[src/rtl/planta_engarrafamento.sv]
// Behavioural model of the bottling line plant: turns motor/valve/sealer commands
// into station sensor signals, counts finished/discarded bottles and flags illegal actuation.
module planta_engarrafamento #(
    parameter int T_TRAVEL = 8,
    parameter int T_FILL   = 12,
    parameter int T_SEAL   = 4,
    parameter int T_EXIT   = 3,
    parameter int CNT_W    = 8
) (
    input  logic             clk,
    input  logic             reset,
    input  logic             M,
    input  logic             EV,
    input  logic             VE,
    output logic             PG,
    output logic             CH,
    output logic             RO,
    output logic             erro,
    output logic [CNT_W-1:0] produzidas,
    output logic [CNT_W-1:0] descartadas
);

    localparam int POS_MAX = (T_TRAVEL > T_EXIT) ? T_TRAVEL : T_EXIT;
    localparam int POS_W   = $clog2(POS_MAX + 1);
    localparam int FILL_W  = $clog2(T_FILL + 1);
    localparam int SEAL_W  = $clog2(T_SEAL + 1);

    localparam logic [1:0] TRANSPORTE  = 2'd0;
    localparam logic [1:0] POSICIONADA = 2'd1;
    localparam logic [1:0] SAINDO      = 2'd2;

    localparam logic [POS_W-1:0]  TRAVEL_LAST = POS_W'(T_TRAVEL - 1);
    localparam logic [POS_W-1:0]  TRAVEL_SAT  = POS_W'(T_TRAVEL);
    localparam logic [POS_W-1:0]  EXIT_LAST   = POS_W'(T_EXIT - 1);
    localparam logic [POS_W-1:0]  EXIT_SAT    = POS_W'(T_EXIT);
    localparam logic [FILL_W-1:0] FILL_FULL   = FILL_W'(T_FILL);
    localparam logic [SEAL_W-1:0] SEAL_DONE   = SEAL_W'(T_SEAL);

    function automatic logic [POS_W-1:0] pos_inc(input logic [POS_W-1:0] v,
                                                 input logic [POS_W-1:0] lim);
        return (v >= lim) ? lim : v + POS_W'(1);
    endfunction

    function automatic logic [FILL_W-1:0] fill_inc(input logic [FILL_W-1:0] v);
        return (v >= FILL_FULL) ? FILL_FULL : v + FILL_W'(1);
    endfunction

    function automatic logic [SEAL_W-1:0] seal_inc(input logic [SEAL_W-1:0] v);
        return (v >= SEAL_DONE) ? SEAL_DONE : v + SEAL_W'(1);
    endfunction

    logic [1:0]        state_q, state_d;
    logic [POS_W-1:0]  pos_q, pos_d;
    logic [FILL_W-1:0] fill_q, fill_d;
    logic [SEAL_W-1:0] seal_q, seal_d;
    logic              pg_q, pg_d;
    logic              ch_q, ch_d;
    logic              ro_q, ro_d;
    logic              erro_q, erro_d;
    logic [CNT_W-1:0]  produzidas_q, produzidas_d;
    logic [CNT_W-1:0]  descartadas_q, descartadas_d;
    logic              illegal_s;
    logic [POS_W-1:0]  pos_nx_s;

    // Actuation combinations that a correct controller must never issue.
    always_comb begin
        illegal_s = (EV & VE)
                  | (EV & ~pg_q)
                  | (EV & ch_q)
                  | (VE & ~ch_q)
                  | (M & (EV | VE));
    end

    // Plant state machine: conveyor position, fill/seal progress and bottle accounting.
    always_comb begin
        state_d       = state_q;
        pos_d         = pos_q;
        fill_d        = fill_q;
        seal_d        = seal_q;
        pg_d          = pg_q;
        ch_d          = ch_q;
        ro_d          = ro_q;
        erro_d        = erro_q | illegal_s;
        produzidas_d  = produzidas_q;
        descartadas_d = descartadas_q;
        pos_nx_s      = pos_inc(pos_q, EXIT_SAT);

        case (state_q)
            TRANSPORTE: begin
                pg_d = 1'b0;
                ch_d = 1'b0;
                ro_d = 1'b0;
                if (M) begin
                    if (pos_q == TRAVEL_LAST) begin
                        state_d = POSICIONADA;
                        pos_d   = '0;
                        fill_d  = '0;
                        seal_d  = '0;
                        pg_d    = 1'b1;
                    end else begin
                        pos_d = pos_inc(pos_q, TRAVEL_SAT);
                    end
                end else begin
                    pos_d = pos_q;
                end
            end

            POSICIONADA: begin
                pg_d = 1'b1;
                // Motor wins over the valve and the sealer on the same edge.
                if (M) begin
                    state_d = SAINDO;
                    pos_d   = '0;
                end else begin
                    if (EV && !VE) begin
                        fill_d = fill_inc(fill_q);
                    end else begin
                        fill_d = fill_q;
                    end
                    if (VE && !EV && ch_q) begin
                        seal_d = seal_inc(seal_q);
                    end else begin
                        seal_d = seal_q;
                    end
                end
                ch_d = (fill_d == FILL_FULL);
                ro_d = (seal_d == SEAL_DONE);
            end

            SAINDO: begin
                pg_d = 1'b1;
                // The departure edge from the station is the first exit tick.
                if (M) begin
                    if (pos_nx_s >= EXIT_LAST) begin
                        state_d = TRANSPORTE;
                        pos_d   = '0;
                        pg_d    = 1'b0;
                        ch_d    = 1'b0;
                        ro_d    = 1'b0;
                        if (ro_q) begin
                            produzidas_d = produzidas_q + CNT_W'(1);
                        end else begin
                            descartadas_d = descartadas_q + CNT_W'(1);
                        end
                    end else begin
                        pos_d = pos_nx_s;
                    end
                end else begin
                    pos_d = pos_q;
                end
            end

            default: begin
                state_d = TRANSPORTE;
                pos_d   = '0;
                fill_d  = '0;
                seal_d  = '0;
                pg_d    = 1'b0;
                ch_d    = 1'b0;
                ro_d    = 1'b0;
            end
        endcase
    end

    // State and output registers with synchronous active-low clear.
    always_ff @(posedge clk) begin
        if (!reset) begin
            state_q       <= TRANSPORTE;
            pos_q         <= '0;
            fill_q        <= '0;
            seal_q        <= '0;
            pg_q          <= 1'b0;
            ch_q          <= 1'b0;
            ro_q          <= 1'b0;
            erro_q        <= 1'b0;
            produzidas_q  <= '0;
            descartadas_q <= '0;
        end else begin
            state_q       <= state_d;
            pos_q         <= pos_d;
            fill_q        <= fill_d;
            seal_q        <= seal_d;
            pg_q          <= pg_d;
            ch_q          <= ch_d;
            ro_q          <= ro_d;
            erro_q        <= erro_d;
            produzidas_q  <= produzidas_d;
            descartadas_q <= descartadas_d;
        end
    end

    assign PG          = pg_q;
    assign CH          = ch_q;
    assign RO          = ro_q;
    assign erro        = erro_q;
    assign produzidas  = produzidas_q;
    assign descartadas = descartadas_q;

endmodule
[config.mk]
export PLATFORM = sky130hd
export DESIGN_NAME = planta_engarrafamento
export DESIGN_NICKNAME = d
export VERILOG_FILES = /design/src/rtl/planta_engarrafamento.sv
export SDC_FILE = /design/constraint.sdc
export NUM_CORES = 1
export LEC_CHECK = 0
export CAP_MARGIN = 20
export CORE_MARGIN = 5
export CORE_UTILIZATION = 48
export CTS_BUF_LIST = sky130_fd_sc_hd__clkbuf_8 sky130_fd_sc_hd__clkbuf_16
export DETAILED_ROUTE_END_ITERATION = 6
export GPL_ROUTABILITY_DRIVEN = 0
export PLACE_DENSITY = 0.82
export SLEW_MARGIN = 0
export SYNTH_ARGS = -nofsm -noshare
export SYNTH_HDL_FRONTEND = slang
export SYNTH_SLANG_ARGS = --single-unit
[constraint.sdc]
create_clock -name clk -period 4.6 [get_ports clk]
set_clock_uncertainty 0.15 [all_clocks]
set_input_delay 1.15 -clock clk [delete_from_list [all_inputs] [get_ports clk]]
set_output_delay 1.15 -clock clk [all_outputs]
set_load 0.02 [all_outputs]
Word-level counts from Yosys, hierarchy flattened
Cells that the tools add are included.
W data, S select, Z words.
Storage, ports and cells
  input port bits: 5
  output and inout bits: 20
  bits in registers: 33
  logic and storage cells: 94
Cells by class
  magnitude comparators: 5
  reductions and logical operators: 12
  equal/unequal tests: 10
  muxes and demuxes: 37
  bitwise gates (word level): 15
  add/subtract/negate cells: 5
Operators by type and width (number)
  $mux W4: 13
  $pmux W4 S3: 2
  $mux W3: 6
  $add A8 B1 Y8 const B: 2
  $mux W2: 5
  $ne A2 B2 Y1 const B: 5
  $pmux W3 S3: 1
  $add A4 B1 Y4 const B: 2
  $ge A4 B2 Y1 const B: 2
  $ge A4 B4 Y1 const B: 2
  $reduce_and A4 Y1: 2
  $mux W1: 6
  $or A1 B1 Y1: 6
  $pmux W2 S3: 1
  $reduce_and A3 Y1: 2
  $and A1 B1 Y1: 5
  $reduce_and A5 Y1: 1
  $eq A4 B3 Y1 const B: 1
  $eq A4 B4 Y1 const B: 1
  $not A1 Y1: 4
  $pmux W1 S2: 2
  $add A3 B1 Y3 const B: 1
  $eq A3 B3 Y1 const B: 1
  $ge A3 B3 Y1 const B: 1
  7 further kinds: 10

Depth between registers and ports, before layout
  word-level depth: 8
  gate-level depth with buffers: 6
  gate-level depth less buffers: 6

Least setup slack after synthesis
OpenSTA, ideal clock, no wires.
  kind: input to register
  from: input M
  to: register ch_q (netlist: CH)
  path buffers: 0
  setup time: 0.092 ns
  cell stages on the path: 4
  data arrival time: 2.051 ns
  data required time: 4.358 ns
  setup slack: 2.307 ns
  cells stage by stage: nor3b_1 -> a21oi_1 -> or3_1 -> o32ai_1
Between the ends
  longest elaborated chain between the ends: 4
  elaborated cells on any way between the ends: 6
  classes of those cells: 2 x eq/ne; 3 x mux; 1 x reduce/logical
Ends and longest elaborated chain
  from (decl): RTL line 12  | input logic M,
  $mux W4: RTL line 111  | if (M) begin
  $mux W4: RTL line 88  | case (state_q)
  $eq A4 B4 Y1: RTL line 126  | ch_d = (fill_d == FILL_FULL);
  $pmux W1 S2: RTL line 88
  to (signal assigned): RTL line 184  | ch_q <= ch_d;
  to (decl): RTL line 57  | logic ch_q, ch_d;
Several ways; a longest one is shown, not always the timed one. The select of a mux whose other input is x is not followed.
A chain may end at the register's enable or synchronous reset.

Worst setup path in the final report
  from: input M
  to: register descartadas_q[6] (netlist: descartadas[6])
Between the ends
  longest elaborated chain between the ends: 1
Ends and longest elaborated chain
  $reduce_and A4 Y1 (no source line)
  to (signal assigned): RTL line 188  | descartadas_q <= descartadas_d;
  to (decl): RTL line 61  | logic [CNT_W-1:0] descartadas_q, descartadas_d;
Every way passes these cells.

==> run_results.csv <==
group,metric,value,unit
clock_network,clkSinkCount,33,
timing,finalCritPeriodShare,0.648,
yosys,synth.avg_cell_area,8.43,sq um
layout,drive_gt1_frac,0.0614,
detailed_routing,via_count,1564,
timing,rsz0062_at_grt,"false",
worst_hold_path,holdCritStartpoint,"erro",
timing,setup_tns,0,ns
layout,final_common_cell,"dfxtp_1",
layout,multi_input_area,985,sq um
clock_network,post_cts_resized,0,
detailed_routing,wl,3.54,mm
yosys,synth_edf_count,0,
power_and_ir_drop,power_density,255,nW/um^2
clock_network,cts_hold_buf,0,
clock_network,clkLatencyLatePin,0.28,ns
setup_path,crit_type,"in -> reg",
run_status,status,"completed",
power_and_ir_drop,p_sw,124,uW
floorplan,die_h,69.9,um
clock_network,clock_path_buffers,2,
global_route,grt_pass1_vias,1401,
power_and_ir_drop,pwr-share-seq,0.550,
layout,nets,239,
layout,nFillCells,318,
worst_hold_path,min_path_type,"reg -> reg",
power_and_ir_drop,intPower,402,uW
layout,syn2layout_area_growth,20.1,%
timing,setup-violations-final,0,
yosys,synth_area,1720,sq um
timing,fmax,335,MHz
yosys,synthesis.instances,204,
layout,antennaDiodeCount,0,
setup_path,startpoint,"M",
setup_path,cp-start-kind,"primary input",
placement,hpwlAfterDp,2.46,mm
layout,regArea,661,sq um
detailed_routing,ant_nets,0,
clock_network,cts.clk_slew.worst_paths,0.07,ns
run,cap_violations,0,
clock_network,numCtsBuffers,5,
power_and_ir_drop,combPwrFrac,0.058,
yosys,yosys.cell_types.count,46,
yosys,syn_nets,216,
global_route,grt_pass1_wl,6.07,mm
global_route,grt_remaining_overflow,0,
timing,min_period,2.98,ns
floorplan,die-area,4880,sq um
detailed_routing,first_pass_iters,4,
global_route,grt_max_degree,29,
floorplan,die-width,69.9,um
clock_network,cts_setup_buffers,0,
clock_network,htree_levels,2,
setup_path,critPathRequiredTime,4.66,ns
power_and_ir_drop,power_leakage,0.719,nW
global_route,antenna_found_initial,0,
floorplan,io_pins,25,
yosys,synth_seq_cells,33,
yosys,synth_ff_type,"dfxtp_1",
detailed_routing,avgRoutedWirePerCell,12.9,um
setup_path,critPathCaptureType,"flop",
detailed_routing,vias_per_cell,5.71,
timing,hold_viol,0,
timing,tightest_slew,0.530,ns
floorplan,row_count,21,
power_and_ir_drop,max-vdd-ir-drop,0.000139,V
setup_path,crit_fanout,17,
layout,final_cell_mix,"dfxtp_1, clkdlybuf4s50_1, a21oi_1",
yosys,ys_warn_count,0,
floorplan,core_region_area,3420,sq um
clock_network,cts-root-buf,"clkbuf_8",
placement,placed_cells,266,
yosys,async_flop_share,0,
placement,port_buffers,24,
power_and_ir_drop,clkPwrFrac,0.392,
timing,drv_slew,0,
floorplan,start_util,0.504,
yosys,seq_area_frac_synth,0.384,
setup_path,reg2reg_slack,2.57,ns
clock_network,cts_tree,"yes",
power_and_ir_drop,switching_share,0.236,
global_route,grt_usage,0.147,
layout,final_cells,274,
detailed_routing,drc,0,
timing,slew_headroom,0.638,
detailed_routing,drtIter0Drc,124,
setup_path,regToRegStartpoint,"pos_q[0]",
setup_path,arrival,3.04,ns
## logic make-up after synthesis
family                   Yosys count  share of synthesized area
AND/OR/NAND/NOR                   82                      0.273
flip-flops                        33                      0.384
buffers and inverters             19                     0.0436
adder cells (fa/ha/maj)            7                     0.0509
AO/OA/AOI/OAI                     51                      0.184
XOR/XNOR                           9                     0.0458
multiplexers                       3                     0.0182
## registers in the layout, indices dropped and copies added (netlist names)
name	count
seal_q	3
descartadas	8
produzidas	8
fill_q	4
RO	1
state_q	2
pos_q	4
CH	1
erro	1
PG	1
## metrics by stage
step	utilization	worst slack [ns]	total power, mW	hold slack (ns)	instance area [sq um]
6_report	0.605	1.62	0.527	0.300	2070
3_3_place_gp	0.581	1.38	0.326	0.290	1980
5_1_grt	0.605	1.45	0.544	0.327	2070
4_1_cts	0.605	1.64	0.532	0.304	2070
3_5_place_dp	0.581	1.34	0.326	0.293	1980
2_1_floorplan	-	2.31	0.316	0.312	1720
## cell usage after synthesis (2+ instances only)
cell	n	area (sq um)
o22ai_1	3	18.8
o21a_1	2	15.0
nand3_1	12	60.1
clkbuf_1	4	15.0
buf_2	3	15.0
xor2_1	5	43.8
and3_1	2	12.5
xnor2_1	4	35.0
nand4b_1	2	17.5
or3_1	5	31.3
or4_1	2	15.0
nor2b_1	3	18.8
mux2i_1	2	20.0
nor2_1	15	56.3
ha_1	7	87.6
nor4_1	4	25.0
inv_1	10	37.5
o21ai_0	11	55.1
nand4_1	3	18.8
a21oi_1	22	110
o32ai_1	2	17.5
nor3_1	4	20.0
nand2b_1	3	18.8
and4b_1	2	20.0
nor4b_1	2	17.5
nor3b_1	2	15.0
dfxtp_1	33	661
nand2_1	14	52.6
o31ai_1	4	30.0
## power groups by stage
| stage | Sequential [mW] | Combinational (mW) | Clock, mW |
|---|---|---|---|
| after floorplan | 0.296 | 0.0203 | 0 |
| after global placement | 0.296 | 0.0300 | 0 |
| after detailed placement | 0.296 | 0.0303 | 0 |
| after CTS | 0.289 | 0.0305 | 0.212 |
| after global routing | 0.290 | 0.0338 | 0.221 |
| final | 0.290 | 0.0304 | 0.207 |
## worst max-delay path, stage by stage
cell,delay (ns)
clkdlybuf4s50_1,0.79
o41a_2,0.29
nand3_4,0.12
or4_1,0.52
a21oi_1,0.16
## routing by layer
layer	wire [um]	global-route usage	vias to the layer above
li1	-	-	794
met3	174	0.0330	7
met1	1630	0.183	724
met2	1660	0.243	39
met4	63	0.0638	0
met5	0	0	-
## final cells by class
type,instances,share of cell area
Clock buffer,5,0.0333
Clock inverter,3,0.00666
Inverter,11,0.0200
Multi-Input combinational cell,152,0.476
Sequential cell,33,0.320
Tap cell,46,0.0278
Timing Repair Buffer,24,0.116
## worst paths after layout
kind / end / cells past startpoint
max reg2reg: descartadas[6] / 5
max: descartadas[6] / 5
min reg2reg: erro / 2
min: erro / 2
Power figures use the tool's default switching activity.
